[config.mk]
export PLATFORM = sky130hd
export DESIGN_NAME = stopwatch_ctrl_flat
export DESIGN_NICKNAME = d
export VERILOG_FILES = /design/src/rtl/stopwatch_pkg.sv /design/src/rtl/stopwatch_ctrl_if.sv /design/src/rtl/stopwatch_ctrl_bcd_mod_counter.sv /design/src/rtl/stopwatch_ctrl.sv /design/src/flat_wrapper.sv
export SDC_FILE = /design/constraint.sdc
export NUM_CORES = 1
export LEC_CHECK = 0
export ABC_AREA = 1
export CORE_UTILIZATION = 53
export DETAILED_ROUTE_END_ITERATION = 12
export PLACE_DENSITY = 0.91
export SYNTH_ARGS = -nofsm -noshare
export SYNTH_HDL_FRONTEND = slang
export SYNTH_SLANG_ARGS = --single-unit
[constraint.sdc]
create_clock -name clk -period 2.9 [get_ports clk]
set_input_delay 0.435 -clock clk [delete_from_list [all_inputs] [get_ports clk]]
set_output_delay 0.435 -clock clk [all_outputs]
set_load 0.1 [all_outputs]
[src/rtl/stopwatch_pkg.sv]
// Shared types and constants for the MM:SS stopwatch.
package stopwatch_pkg;

   typedef enum logic [1:0] {
      RUN    = 2'd0,
      PAUSED = 2'd1,
      ADJUST = 2'd2
   } sw_state_e;

   typedef logic [3:0] bcd_t;

   localparam int SEC_MAX_DEF = 59;
   localparam int MIN_MAX_DEF = 59;

   function automatic sw_state_e flip_resume(input sw_state_e s);
      return (s == RUN) ? PAUSED : RUN;
   endfunction

endpackage

[src/rtl/stopwatch_ctrl_if.sv]
// Control/display bundle between stopwatch_ctrl and its neighbours.
interface stopwatch_ctrl_if;
   import stopwatch_pkg::*;

   logic one_hz_en;
   logic two_hz_en;
   logic pause_pulse;
   logic adj;
   logic select;
   bcd_t sec0;
   bcd_t sec1;
   bcd_t min0;
   bcd_t min1;
   logic blink;
   logic adj_out;
   logic select_out;
   logic running;

   modport master (
      output one_hz_en, two_hz_en, pause_pulse, adj, select,
      input  sec0, sec1, min0, min1, blink, adj_out, select_out, running
   );

   modport slave (
      input  one_hz_en, two_hz_en, pause_pulse, adj, select,
      output sec0, sec1, min0, min1, blink, adj_out, select_out, running
   );

endinterface

[src/rtl/stopwatch_ctrl_bcd_mod_counter.sv]
// Two-digit BCD counter that wraps MAX -> 0; wrap flags the carry-out.
module bcd_mod_counter
   import stopwatch_pkg::*;
#(
   parameter int MAX = 59
) (
   input  logic clk,
   input  logic rst,
   input  logic inc,
   output bcd_t units,
   output bcd_t tens,
   output logic wrap
);

   localparam bcd_t MAX_U = bcd_t'(MAX % 10);
   localparam bcd_t MAX_T = bcd_t'(MAX / 10);

   bcd_t r_units;
   bcd_t r_tens;
   logic w_at_max;

   assign w_at_max = (r_units == MAX_U) && (r_tens == MAX_T);
   assign wrap     = inc & w_at_max;
   assign units    = r_units;
   assign tens     = r_tens;

   always_ff @(posedge clk) begin
      if (rst) begin
         r_units <= '0;
         r_tens  <= '0;
      end else if (inc) begin
         if (w_at_max) begin
            r_units <= '0;
            r_tens  <= '0;
         end else if (r_units == 4'd9) begin
            r_units <= '0;
            r_tens  <= r_tens + 4'd1;
         end else begin
            r_units <= r_units + 4'd1;
         end
      end
   end

endmodule

[src/rtl/stopwatch_ctrl.sv]
// Stopwatch mode FSM, MM:SS counters, blink phase and display controls.
module stopwatch_ctrl
   import stopwatch_pkg::*;
#(
   parameter int SEC_MAX = SEC_MAX_DEF,
   parameter int MIN_MAX = MIN_MAX_DEF
) (
   input  logic             clk,
   input  logic             rst,
   stopwatch_ctrl_if.slave  bus
);

   sw_state_e r_state;
   sw_state_e r_resume;
   sw_state_e w_next_state;
   sw_state_e w_next_resume;
   sw_state_e w_tog;
   logic      r_blink;
   logic      r_adj;
   logic      r_select;
   logic      w_run;
   logic      w_adjust;
   logic      w_sec_inc;
   logic      w_min_inc;
   logic      w_sec_wrap;
   logic      w_min_wrap;
   bcd_t      w_sec0;
   bcd_t      w_sec1;
   bcd_t      w_min0;
   bcd_t      w_min1;

   always_ff @(posedge clk) begin
      if (rst) begin
         r_state  <= RUN;
         r_resume <= RUN;
         r_blink  <= 1'b1;
         r_adj    <= 1'b0;
         r_select <= 1'b0;
      end else begin
         r_state  <= w_next_state;
         r_resume <= w_next_resume;
         r_blink  <= r_blink ^ bus.two_hz_en;
         r_adj    <= bus.adj;
         r_select <= bus.select;
      end
   end

   always_comb begin
      w_next_state  = r_state;
      w_next_resume = r_resume;
      w_tog         = r_resume;
      unique case (r_state)
         RUN, PAUSED: begin
            // pause in the entry cycle lands in the resume target
            w_tog = bus.pause_pulse ? flip_resume(r_state) : r_state;
            if (bus.adj) begin
               w_next_state  = ADJUST;
               w_next_resume = w_tog;
            end else begin
               w_next_state  = w_tog;
            end
         end
         ADJUST: begin
            w_tog = bus.pause_pulse ? flip_resume(r_resume) : r_resume;
            w_next_resume = w_tog;
            if (!bus.adj) w_next_state = w_tog;
         end
         default: begin
            w_next_state  = RUN;
            w_next_resume = RUN;
         end
      endcase
   end

   assign w_run     = (r_state == RUN);
   assign w_adjust  = (r_state == ADJUST);
   assign w_sec_inc = (w_run & bus.one_hz_en)
                    | (w_adjust & bus.two_hz_en & r_select);
   assign w_min_inc = (w_run & w_sec_wrap)
                    | (w_adjust & bus.two_hz_en & ~r_select);

   bcd_mod_counter #(.MAX(SEC_MAX)) u_sec (
      .clk   (clk),
      .rst   (rst),
      .inc   (w_sec_inc),
      .units (w_sec0),
      .tens  (w_sec1),
      .wrap  (w_sec_wrap)
   );

   bcd_mod_counter #(.MAX(MIN_MAX)) u_min (
      .clk   (clk),
      .rst   (rst),
      .inc   (w_min_inc),
      .units (w_min0),
      .tens  (w_min1),
      .wrap  (w_min_wrap)
   );

   assign bus.sec0       = w_sec0;
   assign bus.sec1       = w_sec1;
   assign bus.min0       = w_min0;
   assign bus.min1       = w_min1;
   assign bus.blink      = r_blink;
   assign bus.adj_out    = r_adj;
   assign bus.select_out = r_select;
   assign bus.running    = w_run;

   logic w_unused;
   assign w_unused = w_min_wrap;

endmodule
[src/flat_wrapper.sv]
// flat-port wrapper written by rule: the top's interface ports become plain ports
module stopwatch_ctrl_flat import stopwatch_pkg::*;
#(
   parameter int SEC_MAX = SEC_MAX_DEF,
   parameter int MIN_MAX = MIN_MAX_DEF
)
  (clk, rst, bus_one_hz_en, bus_two_hz_en, bus_pause_pulse, bus_adj, bus_select, bus_sec0, bus_sec1, bus_min0, bus_min1, bus_blink, bus_adj_out, bus_select_out, bus_running);
  stopwatch_ctrl_if bus_i ();
  input  logic clk;
  input  logic rst;
  input wire logic [$bits(bus_i.one_hz_en)-1:0] bus_one_hz_en;
  input wire logic [$bits(bus_i.two_hz_en)-1:0] bus_two_hz_en;
  input wire logic [$bits(bus_i.pause_pulse)-1:0] bus_pause_pulse;
  input wire logic [$bits(bus_i.adj)-1:0] bus_adj;
  input wire logic [$bits(bus_i.select)-1:0] bus_select;
  output wire logic [$bits(bus_i.sec0)-1:0] bus_sec0;
  output wire logic [$bits(bus_i.sec1)-1:0] bus_sec1;
  output wire logic [$bits(bus_i.min0)-1:0] bus_min0;
  output wire logic [$bits(bus_i.min1)-1:0] bus_min1;
  output wire logic [$bits(bus_i.blink)-1:0] bus_blink;
  output wire logic [$bits(bus_i.adj_out)-1:0] bus_adj_out;
  output wire logic [$bits(bus_i.select_out)-1:0] bus_select_out;
  output wire logic [$bits(bus_i.running)-1:0] bus_running;
  assign bus_i.one_hz_en = bus_one_hz_en;
  assign bus_i.two_hz_en = bus_two_hz_en;
  assign bus_i.pause_pulse = bus_pause_pulse;
  assign bus_i.adj = bus_adj;
  assign bus_i.select = bus_select;
  assign bus_sec0 = bus_i.sec0;
  assign bus_sec1 = bus_i.sec1;
  assign bus_min0 = bus_i.min0;
  assign bus_min1 = bus_i.min1;
  assign bus_blink = bus_i.blink;
  assign bus_adj_out = bus_i.adj_out;
  assign bus_select_out = bus_i.select_out;
  assign bus_running = bus_i.running;
  stopwatch_ctrl #(.SEC_MAX(SEC_MAX), .MIN_MAX(MIN_MAX)) u_core (.clk(clk), .rst(rst), .bus(bus_i));
endmodule
==> flow_metrics.env <==
export IMPL_ys_top_cells_by_count="nor2_1, dfxtp_1, inv_1, nand2_1, nand3_1"
export IMPL_grt_start_max_net_pins=15
export IMPL_grt_pass1_vias=1085
export IMPL_endpoint_kind="register"
export IMPL_post_synth_cell_area_avg_um2=7.30
export IMPL_clock_skew_ns=0.00383
export IMPL_reg2reg_depth=8
export IMPL_place_congestion=0.803
export IMPL_cts_setup_buffers=0
export IMPL_crit_path_start_kind="register"
export IMPL_crit_arrival_ns=1.95
export IMPL_crit_fanout=8
export IMPL_synth_area_leader_cell="dfxtp_1"
export IMPL_hold_class="reg2reg"
export IMPL_gr_total_overflow=0
export IMPL_wl_per_cell_um=12.4
export IMPL_clockPowerShare=0.238
export IMPL_powerDensity_nw_per_um2=429
export IMPL_slew_viol_final=0
export IMPL_whs_ns=0.518
export IMPL_grt_pass1_wl_um=4500
export IMPL_nets=212
export IMPL_portBuffers=26
export IMPL_yosysUniqueCellTypes=28
export IMPL_synth_area_leaders="dfxtp_1, ha_1, nor2_1"
export IMPL_via_per_inst=5.25
export IMPL_die_y_um=50.0
export IMPL_status="completed"
export IMPL_cp_required_ns=3.13
export IMPL_fmax_ghz=0.581
export IMPL_synth_top_area_share=0.378
export IMPL_clk_pin_slew_ns=0.13
export IMPL_worstMarginPinSlew_ns=0.565
export IMPL_crit_type="reg2reg"
export IMPL_synth_seq_cells=23
export IMPL_drtPass1Iterations=4
export IMPL_coreArea_um2=2060
export IMPL_pin_count=27
export IMPL_postSynth_asyncResetShare=0
export IMPL_relSlewSlack=0.622
export IMPL_rsz0062_at_grt="false"
export IMPL_drcViolationCount=0
export IMPL_cts_root_buf="clkbuf_4"
export IMPL_synth_most_common_cell="nor2_1"
export IMPL_hold_viol=0
export IMPL_finalCritPeriodShare=0.593
export IMPL_ir_drop_uv=359
export IMPL_final_layout_size_suffix_gt1_frac=0.173
export IMPL_power_frac_comb=0.231
export IMPL_dpl_hpwl_um=2100
export IMPL_synth_ff_type="dfxtp_1"
export IMPL_min_path_cells=2
export IMPL_synth_edff_count=0
export IMPL_cts_hold_buf=0
export IMPL_cts_tree="yes"
export IMPL_syn_area_um2=1220
export IMPL_fin_crit_ns=1.72
export IMPL_post_cts_resized=0
export IMPL_insertion_delay_ns=0.32
export IMPL_net_switching_power_mw=0.222
export IMPL_antenna_found_initial=0
export IMPL_cap_violations=0
export IMPL_ant_nets=0
export IMPL_die_x_um=50.0
export IMPL_numCtsBuffers=3
export IMPL_setup_viol=0
export IMPL_area_growth_pct=22.2
export IMPL_synth_warnings=0
export IMPL_fin_tns_setup_ns=0
export IMPL_clockBufferDepth=2
export IMPL_dieArea_um2=2500
export IMPL_clkSinkCount=23
export IMPL_p_int_mw=0.417
export IMPL_first_iter_violations=33
export IMPL_synth_nets=182
export IMPL_htreeDepth=1
export IMPL_start_util=0.591
export IMPL_grt_total_usage=0.238
export IMPL_drt_wl_total_um=2760
export IMPL_syn_inst=167
export IMPL_diodes=0
export IMPL_synth_seq_area_share=0.378
export IMPL_vias=1171
export IMPL_p_leak_nw=0.710
export IMPL_rows=16
export IMPL_p_sw_frac=0.347
export IMPL_seqPwrFrac=0.532
## sequential cells by signal (all words and copies together) (netlist names)
signal,flops
u_core.u_sec.tens,4
u_core.u_sec.units,4
u_core.u_min.units,4
u_core.u_min.tens,4
u_core.bus.adj_out,1
u_core.bus.select_out,1
u_core.r_resume,2
u_core.bus.blink,1
u_core.r_state,2
## routing by layer
| metal | global-route usage | vias to the layer above | wire length (um) |
|---|---|---|---|
| li1 | - | 603 | - |
| met5 | 0 | - | 0 |
| met4 | 0.110 | 0 | 47 |
| met2 | 0.437 | 43 | 1420 |
| met3 | 0.0340 | 7 | 132 |
| met1 | 0.266 | 518 | 1160 |
## cell usage in the layout (no fill, tap or decap), types with 2 or more instances in the layout
cell,instances
clkbuf_4,3
buf_4,20
nand2_2,2
a21oi_1,11
inv_1,23
nor2_1,24
clkdlybuf4s50_1,6
nand2_4,3
nor3_1,7
nand4_1,2
xnor2_1,2
dfxtp_1,23
o21ai_0,10
nand3_1,14
nand2_1,23
ha_1,8
## power by group through the flow
stage	clock network, mW	registers, mW	logic (mW)
floorplan	0	0.402	0.0539
detailed placement	0	0.346	0.146
global route	0.170	0.341	0.154
global placement	0	0.345	0.143
CTS	0.153	0.339	0.147
finish	0.152	0.340	0.147
## final timing paths
| check | start | endpoint | slack (ns) |
|---|---|---|---|
| setup / recovery | u_core.u_min.units[0] | u_core.u_min.units[3] | 1.18 |
| hold / removal | u_core.bus.blink | u_core.bus.blink | 0.52 |
| setup reg to reg | u_core.u_min.units[0] | u_core.u_min.units[3] | 1.18 |
| hold reg to reg | u_core.bus.blink | u_core.bus.blink | 0.52 |
## critical path, stage by stage, from the launching register on
cell,delay [ns]
dfxtp_1,0.44
ha_1,0.17
nand2_1,0.05
nor2_1,0.44
inv_1,0.16
nand3_1,0.09
o21ai_0,0.08
nor2_1,0.13
nor2_1,0.06
## cells by family (layout without fill, tap and decap cells)
family                   after synthesis  after routing  share of synthesized area
AND/OR/NAND/NOR                       82             82                      0.330
buffers and inverters                 26             55                     0.0801
adder cells (fa/ha/maj)                8              8                     0.0821
flip-flops                            23             23                      0.378
AO/OA/AOI/OAI                         25             25                      0.109
XOR/XNOR                               3              3                     0.0216
## through the flow
stage          std cells  setup WS, ns   util  total power [mW]  cell area [um2]
3_3_place_gp         219         0.981  0.708             0.488             1460
3_5_place_dp         219         0.915  0.708             0.492             1460
6_report             223          1.18  0.722             0.639             1490
2_1_floorplan        167         0.603      -             0.456             1220
4_1_cts              223          1.18  0.722             0.640             1490
5_1_grt              223         0.919  0.722             0.665             1490
## layout make-up
cell class                 count  area [um2]
inverter                      25        93.8
clock inverter                 1        7.51
multi-input combinational    118         661
fill                         162         573
timing repair buffer          26         210
tap                           27        33.8
clock buffer                   3        22.5
sequential                    23         460
(Power assumes the default switching activity.)
